## src/rtl/cache_dm_ctrl_pkg.sv

```systemverilog
// Shared definitions for the direct-mapped cache controller: FSM state
// encoding, default NOP word and a constant-evaluable ceiling log2.
package cache_dm_ctrl_pkg;

  typedef enum logic [1:0] {
    CS_IDLE  = 2'd0,
    CS_FILL  = 2'd1,
    CS_WRITE = 2'd2
  } cache_state_e;

  // Fed to the I-side pipeline as a NOP while an instruction fetch is stalled.
  localparam logic [15:0] NOP_WORD = 16'hB000;

  function automatic int clog2(input int value);
    int r;
    r = 0;
    for (int i = 0; i < 31; i++) begin
      if ((1 << i) < value) r = i + 1;
    end
    return r;
  endfunction

endpackage

```

## src/rtl/cache_line_store.sv

```systemverilog
// Data, tag and valid arrays of the direct-mapped cache: combinational read by
// index, whole-block fill, single-word write and flush-all.
module cache_line_store
  import cache_dm_ctrl_pkg::*;
#(
  parameter int WORD_W      = 16,
  parameter int LINES       = 4,
  parameter int BLOCK_WORDS = 4,
  parameter int IDX_W       = 2,
  parameter int OFF_W       = 2,
  parameter int TAG_W       = 12
) (
  input  logic                          clk,
  input  logic                          reset_n,
  input  logic [IDX_W-1:0]              idx_i,
  input  logic [OFF_W-1:0]              off_i,
  input  logic                          flush_i,
  input  logic                          fill_en_i,
  input  logic [TAG_W-1:0]              fill_tag_i,
  input  logic [BLOCK_WORDS*WORD_W-1:0] fill_block_i,
  input  logic                          wr_en_i,
  input  logic [WORD_W-1:0]             wr_data_i,
  output logic                          valid_o,
  output logic [TAG_W-1:0]              tag_o,
  output logic [WORD_W-1:0]             words_o [BLOCK_WORDS]
);

  logic [LINES-1:0]  valid_q;
  logic [TAG_W-1:0]  tag_q  [LINES];
  logic [WORD_W-1:0] data_q [LINES][BLOCK_WORDS];

  // NOTE: sequential state uses non-blocking assignments so every register
  // samples pre-edge values regardless of block ordering.
  always_ff @(posedge clk) begin
    if (!reset_n) begin
      valid_q <= '0;
    end else if (flush_i) begin
      valid_q <= '0;
    end else if (fill_en_i) begin
      valid_q[idx_i] <= 1'b1;
    end
  end

  // NOTE: the data and tag arrays are deliberately not reset; only the valid
  // bits carry meaning after reset, which keeps the arrays RAM-mappable.
  always_ff @(posedge clk) begin
    if (reset_n) begin
      if (fill_en_i) begin
        tag_q[idx_i] <= fill_tag_i;
        for (int w = 0; w < BLOCK_WORDS; w++) begin
          data_q[idx_i][w] <= fill_block_i[(BLOCK_WORDS-1-w)*WORD_W +: WORD_W];
        end
      end
      if (wr_en_i) begin
        data_q[idx_i][off_i] <= wr_data_i;
      end
    end
  end

  assign valid_o = valid_q[idx_i];
  assign tag_o   = tag_q[idx_i];
  assign words_o = data_q[idx_i];

endmodule

```

## src/rtl/cache_dm_ctrl.sv

```systemverilog
// Direct-mapped, write-through, no-write-allocate cache controller between a
// CPU port and a block-wide memory with a ready handshake.
module cache_dm_ctrl
  import cache_dm_ctrl_pkg::*;
#(
  parameter int               WORD_W      = 16,
  parameter int               ADDR_W      = 16,
  parameter int               LINES       = 4,
  parameter int               BLOCK_WORDS = 4,
  parameter int               CNT_W       = 16,
  parameter logic [WORD_W-1:0] MISS_WORD  = WORD_W'(NOP_WORD)
) (
  input  logic                          clk,
  input  logic                          reset_n,
  input  logic                          cpu_req,
  input  logic                          cpu_we,
  input  logic [ADDR_W-1:0]             cpu_addr,
  input  logic [WORD_W-1:0]             cpu_wdata,
  output logic [WORD_W-1:0]             cpu_rdata,
  output logic                          cpu_ready,
  input  logic                          flush,
  output logic                          mem_req,
  output logic                          mem_we,
  output logic [ADDR_W-1:0]             mem_addr,
  output logic [WORD_W-1:0]             mem_wdata,
  input  logic [BLOCK_WORDS*WORD_W-1:0] mem_rdata,
  input  logic                          mem_ready,
  output logic [CNT_W-1:0]              num_access,
  output logic [CNT_W-1:0]              num_miss
);

  localparam int OFF_W = clog2(BLOCK_WORDS);
  localparam int IDX_W = clog2(LINES);
  localparam int TAG_W = ADDR_W - OFF_W - IDX_W;

  logic [OFF_W-1:0] offset;
  logic [IDX_W-1:0] index;
  logic [TAG_W-1:0] tag;

  assign offset = cpu_addr[OFF_W-1:0];
  assign index  = cpu_addr[OFF_W +: IDX_W];
  assign tag    = cpu_addr[ADDR_W-1 -: TAG_W];

  cache_state_e     state_q, state_d;
  logic             whit_q, whit_d;
  logic [CNT_W-1:0] access_q, access_d, miss_q, miss_d;

  logic              line_valid;
  logic [TAG_W-1:0]  line_tag;
  logic [WORD_W-1:0] line_words [BLOCK_WORDS];
  logic              hit, rd_miss, fill_en, wr_en;

  cache_line_store #(
    .WORD_W      (WORD_W),
    .LINES       (LINES),
    .BLOCK_WORDS (BLOCK_WORDS),
    .IDX_W       (IDX_W),
    .OFF_W       (OFF_W),
    .TAG_W       (TAG_W)
  ) u_store (
    .clk          (clk),
    .reset_n      (reset_n),
    .idx_i        (index),
    .off_i        (offset),
    .flush_i      (flush),
    .fill_en_i    (fill_en),
    .fill_tag_i   (tag),
    .fill_block_i (mem_rdata),
    .wr_en_i      (wr_en),
    .wr_data_i    (cpu_wdata),
    .valid_o      (line_valid),
    .tag_o        (line_tag),
    .words_o      (line_words)
  );

  assign hit     = line_valid && (line_tag == tag);
  assign rd_miss = (state_q == CS_IDLE) && cpu_req && !cpu_we && !hit;
  assign fill_en = (state_q == CS_FILL) && mem_ready;
  // A write miss only goes to memory; the line is touched only if it hit at issue.
  assign wr_en   = (state_q == CS_WRITE) && mem_ready && whit_q;

  always_ff @(posedge clk) begin
    if (!reset_n) begin
      state_q  <= CS_IDLE;
      whit_q   <= 1'b0;
      access_q <= '0;
      miss_q   <= '0;
    end else begin
      state_q  <= state_d;
      whit_q   <= whit_d;
      access_q <= access_d;
      miss_q   <= miss_d;
    end
  end

  // NOTE: every combinational output gets a default first so no path through
  // the case statement can infer a latch.
  always_comb begin
    state_d = state_q;
    whit_d  = whit_q;
    case (state_q)
      CS_IDLE: begin
        if (cpu_req) begin
          if (cpu_we) begin
            state_d = CS_WRITE;
            whit_d  = hit;
          end else if (!hit) begin
            state_d = CS_FILL;
          end
        end
      end
      CS_FILL, CS_WRITE: if (mem_ready) state_d = CS_IDLE;
      default: state_d = CS_IDLE;
    endcase
  end

  always_comb begin
    cpu_ready = 1'b0;
    mem_req   = 1'b0;
    mem_we    = 1'b0;
    mem_addr  = '0;
    mem_wdata = '0;
    case (state_q)
      CS_IDLE: cpu_ready = cpu_req && !cpu_we && hit;
      CS_FILL: begin
        mem_req  = 1'b1;
        mem_addr = {tag, index, {OFF_W{1'b0}}};
      end
      CS_WRITE: begin
        mem_req   = 1'b1;
        mem_we    = 1'b1;
        mem_addr  = cpu_addr;
        mem_wdata = cpu_wdata;
        cpu_ready = mem_ready;
      end
      default: ;
    endcase
  end

  assign cpu_rdata = (cpu_ready && !cpu_we) ? line_words[offset] : MISS_WORD;

  // Counters wrap naturally at 2^CNT_W.
  assign access_d   = access_q + CNT_W'(cpu_req && cpu_ready);
  assign miss_d     = miss_q + CNT_W'(rd_miss);
  assign num_access = access_q;
  assign num_miss   = miss_q;

endmodule

```

## config.mk

```make
export PLATFORM = sky130hd
export DESIGN_NAME = cache_dm_ctrl
export DESIGN_NICKNAME = d
export VERILOG_FILES = /design/src/rtl/cache_dm_ctrl_pkg.sv /design/src/rtl/cache_line_store.sv /design/src/rtl/cache_dm_ctrl.sv
export SDC_FILE = /design/constraint.sdc
export NUM_CORES = 1
export LEC_CHECK = 0
export ABC_AREA = 1
export CAP_MARGIN = 10
export CORE_MARGIN = 1.5
export CORE_UTILIZATION = 59
export DETAILED_ROUTE_END_ITERATION = 8
export PLACE_DENSITY = 0.95
export SYNTH_ARGS = -nofsm -noshare
export SYNTH_HDL_FRONTEND = slang
export SYNTH_SLANG_ARGS = --single-unit
```

## constraint.sdc

```tcl
create_clock -name clk -period 5.5 [get_ports clk]
set_input_delay 1.1 -clock clk [delete_from_list [all_inputs] [get_ports clk]]
set_output_delay 1.1 -clock clk [all_outputs]
set_load 0.1 [all_outputs]
```

# --- Word level (Yosys, flattened, before mapping) ---
# Memories as Yosys holds them, arrays and structs flattened.
# Cells that the tools add are included.
word_totals:
  ff_bits: 39
  ramBits: 304
  inputBits: 102
  output_inout_bits: 83
  word_cells: 196
  memories: 2
classes:
  add_sub_neg: 2
  order_cmp: 4
  n_eq_ne: 6
  muxes: 90
  bitwise: 67
  n_reduce_logical: 20
mem_list:
  columns: ["memory", "depth", "word_bits", "read_ports", "rd_ports_with_merged_regs", "write_ports", "line_no", "text"]
  rows:
  - ["u_store.data_q", 4, 64, 1, 0, 1, "cache_line_store.sv:30", "logic [WORD_W-1:0] data_q [LINES][BLOCK_WORDS];"]
  - ["u_store.tag_q", 4, 12, 1, 0, 1, "cache_line_store.sv:29", "logic [TAG_W-1:0] tag_q [LINES];"]
op_table:
  columns: ["cell", "count"]
  rows:
  - ["$mux W16", 5]
  - ["$mux W1", 73]
  - ["$mux W64", 1]
  - ["$or A1 B1 Y1", 64]
  - ["$add A16 B1 Y16", 2]
  - ["$bmux W16 S2", 1]
  - ["$demux W16 S2", 1]
  - ["$pmux W16 S2", 1]
  - ["$logic_and A1 B1 Y1", 13]
  - ["$eq A12 B12 Y1", 1]
  - ["$mux W2", 4]
  - ["$reduce_and A3 Y1", 2]
  - ["$or A4 B4 Y4", 1]
  - ["$pmux W2 S2", 1]
  - ["$reduce_or A2 Y1", 2]
  - ["$ge A3 B3 Y1 const B", 1]
  - ["$lt A2 B3 Y1 const B", 1]
  - ["$lt A3 B1 Y1 const B", 1]
  - ["$ne A3 B3 Y1 const B", 1]
  - ["$not A2 Y3", 1]
  - ["$bmux W1 S2", 1]
  - ["$demux W1 S2", 1]
  - ["$eq A2 B1 Y1 const B", 1]
  - ["$eq A2 B2 Y1 const B", 1]
  - ["7 further kinds", 8]

# --- Logic depth before layout (Yosys ltp) ---
depth:
  depth_word: 7
  ltp_mapped: 25
  mapped_depth_nobuf: 23

# --- Modules after synthesis ---
# From an unflattened synthesis, not the netlist that was laid out.
hier_totals:
  hier_cells: 1659
  area_unflattened_um2: 15553.7
by_module_without_submodules:
  columns: ["module", "n_inst", "cells_per_inst", "area_per_inst_um2", "seq_area_each_um2"]
  rows:
  - ["cache_line_store", 1, 1155, 12707.2, 9208.8]
  - ["cache_dm_ctrl", 1, 504, 2846.5, 700.7]

# --- Least setup slack after synthesis ---
# Ideal clock, no wire load.
synth_path:
  path_kind: "input -> output"
  startpoint: "input cpu_addr[2]"
  endpoint: "output cpu_rdata[14]"
  arrival_time_ns: 3.880
  t_required_ns: 4.400
  path_slack_ns: 0.520
  cell_stages: 14
  n_path_buf: 3
  path_cell_list: "buf_6 buf_4 o21ai_0 nand2_1 nand2_1 nand2_1 nor2_1 nand2_1 nor2_2 nand3_2 nand2_4 nand2_4 buf_6 nor2_1"
synth_via:
  elab_chain_len: 7
  elab_cells_between_ends: 13
  cone_classes: "eq/ne: 1; mux: 7; reduce/logical: 3; memory: 2"
synth_rtl:
  columns: ["element", "line_no", "text"]
  rows:
  - ["start, declared", "cache_dm_ctrl.sv:17", "input logic [ADDR_W-1:0] cpu_addr,"]
  - ["$mem_v2 Z4 W12 / $bmux W1 S2 (equally long branches)", null, null]
  - ["$eq A12 B12 Y1 / $mux W1 (equally long branches)", "cache_dm_ctrl.sv:76, cache_line_store.sv:60", null]
  - ["$logic_and A1 B1 Y1 *", "cache_dm_ctrl.sv:76", "assign hit = line_valid && (line_tag == tag);"]
  - ["$logic_and A1 B1 Y1 *", "cache_dm_ctrl.sv:124", "CS_IDLE: cpu_ready = cpu_req && !cpu_we && hit;"]
  - ["$pmux W1 S2 *", "cache_dm_ctrl.sv:123", "case (state_q)"]
  - ["named net cpu_ready", "cache_dm_ctrl.sv:20", "output logic cpu_ready,"]
  - ["$logic_and A1 B1 Y1 *", "cache_dm_ctrl.sv:140", "assign cpu_rdata = (cpu_ready && !cpu_we) ? line_words[offset] : MISS_WORD;"]
  - ["$mux W16 *", "cache_dm_ctrl.sv:140", null]
  - ["end, declared", "cache_dm_ctrl.sv:19", "output logic [WORD_W-1:0] cpu_rdata,"]
# Mark *: on every way through the listed nets, which the timed path passes. The rest lies on a longest branch. The select of a mux whose other input is x is not followed.

# --- Final worst setup path ---
layout_path:
  startpoint: "input cpu_addr[3]"
  endpoint: "output cpu_rdata[14]"
layout_via:
  elab_chain_len: 7
  elab_cells_between_ends: 13
  cone_classes: "eq/ne: 1; mux: 7; reduce/logical: 3; memory: 2"
layout_rtl:
  columns: ["element", "line_no"]
  rows:
  - ["$mem_v2 Z4 W12 / $bmux W1 S2 (equally long branches)", null]
  - ["$eq A12 B12 Y1 / $mux W1 (equally long branches)", "cache_dm_ctrl.sv:76, cache_line_store.sv:60"]
  - ["$logic_and A1 B1 Y1", "cache_dm_ctrl.sv:76"]
  - ["$logic_and A1 B1 Y1", "cache_dm_ctrl.sv:124"]
  - ["$pmux W1 S2", "cache_dm_ctrl.sv:123"]
  - ["$logic_and A1 B1 Y1", "cache_dm_ctrl.sv:140"]
  - ["$mux W16 *", "cache_dm_ctrl.sv:140"]
# Every way passes the cells marked *; elsewhere a longest branch is shown, timed or not. The select of a mux whose other input is x is not followed.

==> out/qor.tcl <==
set qor(netlist_area_sq_um) 14200
set qor(die-area_sq_um) 25000
set qor(cts_inserted_buffers) 31
set qor(vias_per_cell) 6.22
set qor(ys_ff_latch) 343
set qor(remaining_drc_errors) 0
set qor(cts_buffer_depth) 3
set qor(cell_with_the_most_instances_on_the_worst_path) {nand2_4}
set qor(floorplan.io_pins) 185
set qor(ys_dominant_reg_cell) {edfxtp_1}
set qor(min_path_type) {reg2reg}
set qor(design.core.area_sq_um) 23500
set qor(synth.lib_cells_used.distinct) 35
set qor(setup_repair_after_global_routing_missed_its_margin) {no}
set qor(timing_worst_setup_path_type) {in2out}
set qor(track_usage) 0.317
set qor(fillers) 1411
set qor(biggest_area_contributors_in_the_synthesized_netlist) {edfxtp_1 (64%), nand2_1 (6.6%), dfxtp_1 (5.5%)}
set qor(start_util) 0.602
set qor(timing.hold.worst.start) {u_store.valid_q[3]$_SDFFE_PP0P_}
set qor(timing_max_transition_violations_final) 0
set qor(sw_frac_of_total) 0.243
set qor(synth_largest_type_area_fraction) 0.644
set qor(flow.area_growth_from_synthesis_pct) 23.3
set qor(hold-path-endpoint) {u_store.valid_q[3]$_SDFFE_PP0P_}
set qor(tightest_slew_ns) 1.19
set qor(cpMaxStageDelayCell) {clkdlybuf4s50_1}
set qor(path_delay_family) {simple AND/OR/NAND/NOR gates}
set qor(tritoncts_num_sinks) 343
set qor(worst_setup_hold_path_clk_slew_ns) 0.06
set qor(setup-tns-final_ns) 0
set qor(power.switching_mw) 1.31
set qor(detail_route.wl_per_cell_um) 22.2
set qor(critPathCaptureType) {output pin}
set qor(hold_depth) 2
set qor(asyncSetResetFlopFracSynth) 0
set qor(worst-path-max-fanout) 20
set qor(cts-resized-gates) 0
set qor(insertedDiodeCount) 0
set qor(fp-row-count) 56
set qor(fmax_ghz) 0.190
set qor(leak_nw) 6.39
set qor(clock_insertion_delay_worst_skew_ns) 0.56
set qor(grt_pass1_vias) 10600
set qor(grt_remaining_overflow) 0
set qor(outcome) {completed}
set qor(ant_nets) 0
set qor(netlist.top_cell.by_area) {edfxtp_1}
set qor(io_buffer_count) 184
set qor(ctsRootBufferMaster) {clkbuf_16}
set qor(number_of_enable_flip_flop_cells_after_synthesis) 304
set qor(p_seq_frac) 0.534
set qor(rr_startpoint) {state_q[0]$_SDFFE_PN0P_}
set qor(ctsHoldBuffers) 0
set qor(worst-path-buf-inv) 4
set qor(detail_route.wirelength_mm) 39.4
set qor(antenna_found_initial) 0
set qor(combPwrFrac) 0.107
set qor(die_w_um) 158
set qor(sequential_cell_area_sq_um) 9910
set qor(via_count) 11000
set qor(power.clock.fraction) 0.359
set qor(layout_worst_path_cycle_share) 0.957
set qor(nets) 1541
set qor(cts_tree) {built}
set qor(postCtsSetupBuffers) 0
set qor(max_cap_viol_count) 0
set qor(rr_endpoint) {u_store.data_q[0][27]$_DFFE_PP_}
set qor(fin_crit_ns) 5.26
set qor(setup_viol) 0
set qor(multi_input_area_sq_um) 3600
set qor(cell_internal_pwr_mw) 4.07
set qor(critPathArrivalTime_ns) 4.16
set qor(final.setup_skew_ns) 0.00974
set qor(synthesis.instances) 1235
set qor(htreeDepth) 1
set qor(globalplace.congestion) 0.885
set qor(synth.avg_cell_area_sq_um) 11.5
set qor(startpoint_type) {input port}
set qor(worst_path_cell_chain) {clkdlybuf4s50_1 -> inv_4 -> nand2_4 -> inv_2 -> a22oi_1 -> nand2_1 -> nand2_1 -> nand3_1 -> nor2_2 -> nand3_2 -> nand2_4 -> nand2_4 -> nor2_1 -> buf_12}
set qor(place.detailed.hpwl_mm) 27.1
set qor(final-hold-violation-count) 0
set qor(synth-warning-count) 0
set qor(grt_max_degree) 53
set qor(detailedRoute.firstPassIterationCount) 8
set qor(max_slew_margin) 0.205
set qor(power.total_mw) 5.38
set qor(worst_r2r_path_depth) 6
set qor(grt_pass1_wl_mm) 58.8
set qor(ff2ff_setup_slack_ns) 2.26
set qor(cellPowerDensity_nw_per_um2) 308
set qor(iter_0_drt_violations) 1743
set qor(post_route_cells_drive_above_1_share) 0.0806
set qor(die_height_um) 158
set qor(critical_path_required_ns) 4.40
set qor(critical_path.max_stage_delay_ns) 0.73
set qor(postSynthNetCount) 1345
set qor(vdd_drop_max_mv) 0.278
set qor(synth.yosys.seq_area_share) 0.699
==> state kept, by name (all words and copies together) (netlist names) <==
signal and count:
num_miss 16, whit_q 1, state_q 2, u_store.valid_q 4, num_access 16, u_store.data_q 256
u_store.tag_q 48
==> worst reg2reg max path: stages, from the launching register on <==
cell and delay, ns:
dfxtp_1 0.31, inv_1 0.10, ha_1 0.63, nand4_1 0.42, nor2_1 0.25, inv_1 0.49, o21ai_0 0.76
==> cell usage in the layout (no fill, tap or decap), types with 3 or more instances in the layout <==
cell type        instances
edfxtp_1               304
nand2_1                249
clkdlybuf4s50_1        163
o21ai_0                130
inv_1                   99
o22ai_1                 96
nor2_1                  86
a21oi_1                 42
dfxtp_1                 39
buf_4                   38
a22oi_1                 33
clkbuf_16               31
nand3_1                 23
buf_12                  18
nand4_1                 17
nor2_2                  12
nor3_1                  12
clkbuf_1                10
clkinv_1                 9
ha_1                     8
nor4_1                   5
nand2_4                  4
clkinv_2                 3
==> per-stage QoR <==
stage	cell area [sq um]	util	hold WS, ns	setup slack, ns	std cells
after floorplan	14200	-	0.428	0.520	1235
after global placement	16600	0.705	0.440	0.473	1717
after detailed placement	16600	0.705	0.448	0.329	1717
after CTS	17500	0.742	0.464	0.299	1771
after global routing	17500	0.742	0.483	0.132	1771
final	17500	0.742	0.464	0.236	1771
==> worst max-delay path by stage <==
stage                          to  slack (ns)  depth (start not counted)        start
finish              cpu_rdata[14]        0.24                         14  cpu_addr[3]
global route        cpu_rdata[14]        0.13                         14  cpu_addr[3]
CTS                  cpu_rdata[0]        0.30                         14  cpu_addr[3]
global placement     cpu_rdata[0]        0.47                         14  cpu_addr[3]
detailed placement   cpu_rdata[0]        0.33                         14  cpu_addr[3]
floorplan           cpu_rdata[14]        0.52                         14  cpu_addr[2]
==> power groups by stage <==
stage | Sequential, mW | Clock, mW | Combinational, mW
finish | 2.87 | 1.93 | 0.575
CTS | 2.87 | 1.92 | 0.566
global route | 2.87 | 2.03 | 0.605
global placement | 2.92 | 0 | 0.542
floorplan | 2.93 | 0 | 0.326
detailed placement | 2.93 | 0 | 0.560
==> logic make-up after synthesis <==
logic type,count (synthesis),synth area share
DFF,343,0.699
buffers and inverters,161,0.0463
and+or+nand+nor,414,0.122
xor gates and xnor gates,3,0.00185
AOI/OAI and AO/OA,306,0.123
adders and majority gates,8,0.00706
==> layer usage <==
layer / global-route usage / routed length, um
met1: 0.380 / 12900
met2: 0.563 / 19800
met3: 0.0512 / 4600
met4: 0.149 / 2020
met5: 0 / 0
==> cells in the mapped netlist (6+ instances only) <==
library cell,number
o21ai_0,130
nand2_1,249
nor2_1,86
nand4_1,17
buf_1,6
nor2_2,12
edfxtp_1,304
o22ai_1,96
clkbuf_1,41
dfxtp_1,39
a22oi_1,33
inv_1,99
ha_1,8
nor3_1,12
a21oi_1,42
nand3_1,23
==> area by class of cell <==
cell class | count | area share
tap | 319 | 0.0228
multi-input combinational | 731 | 0.206
timing repair buffer | 219 | 0.130
clock inverter | 13 | 0.00372
sequential | 343 | 0.567
clock buffer | 41 | 0.0466
inverter | 105 | 0.0230
No activity file was read; power rests on OpenSTA's default activity.
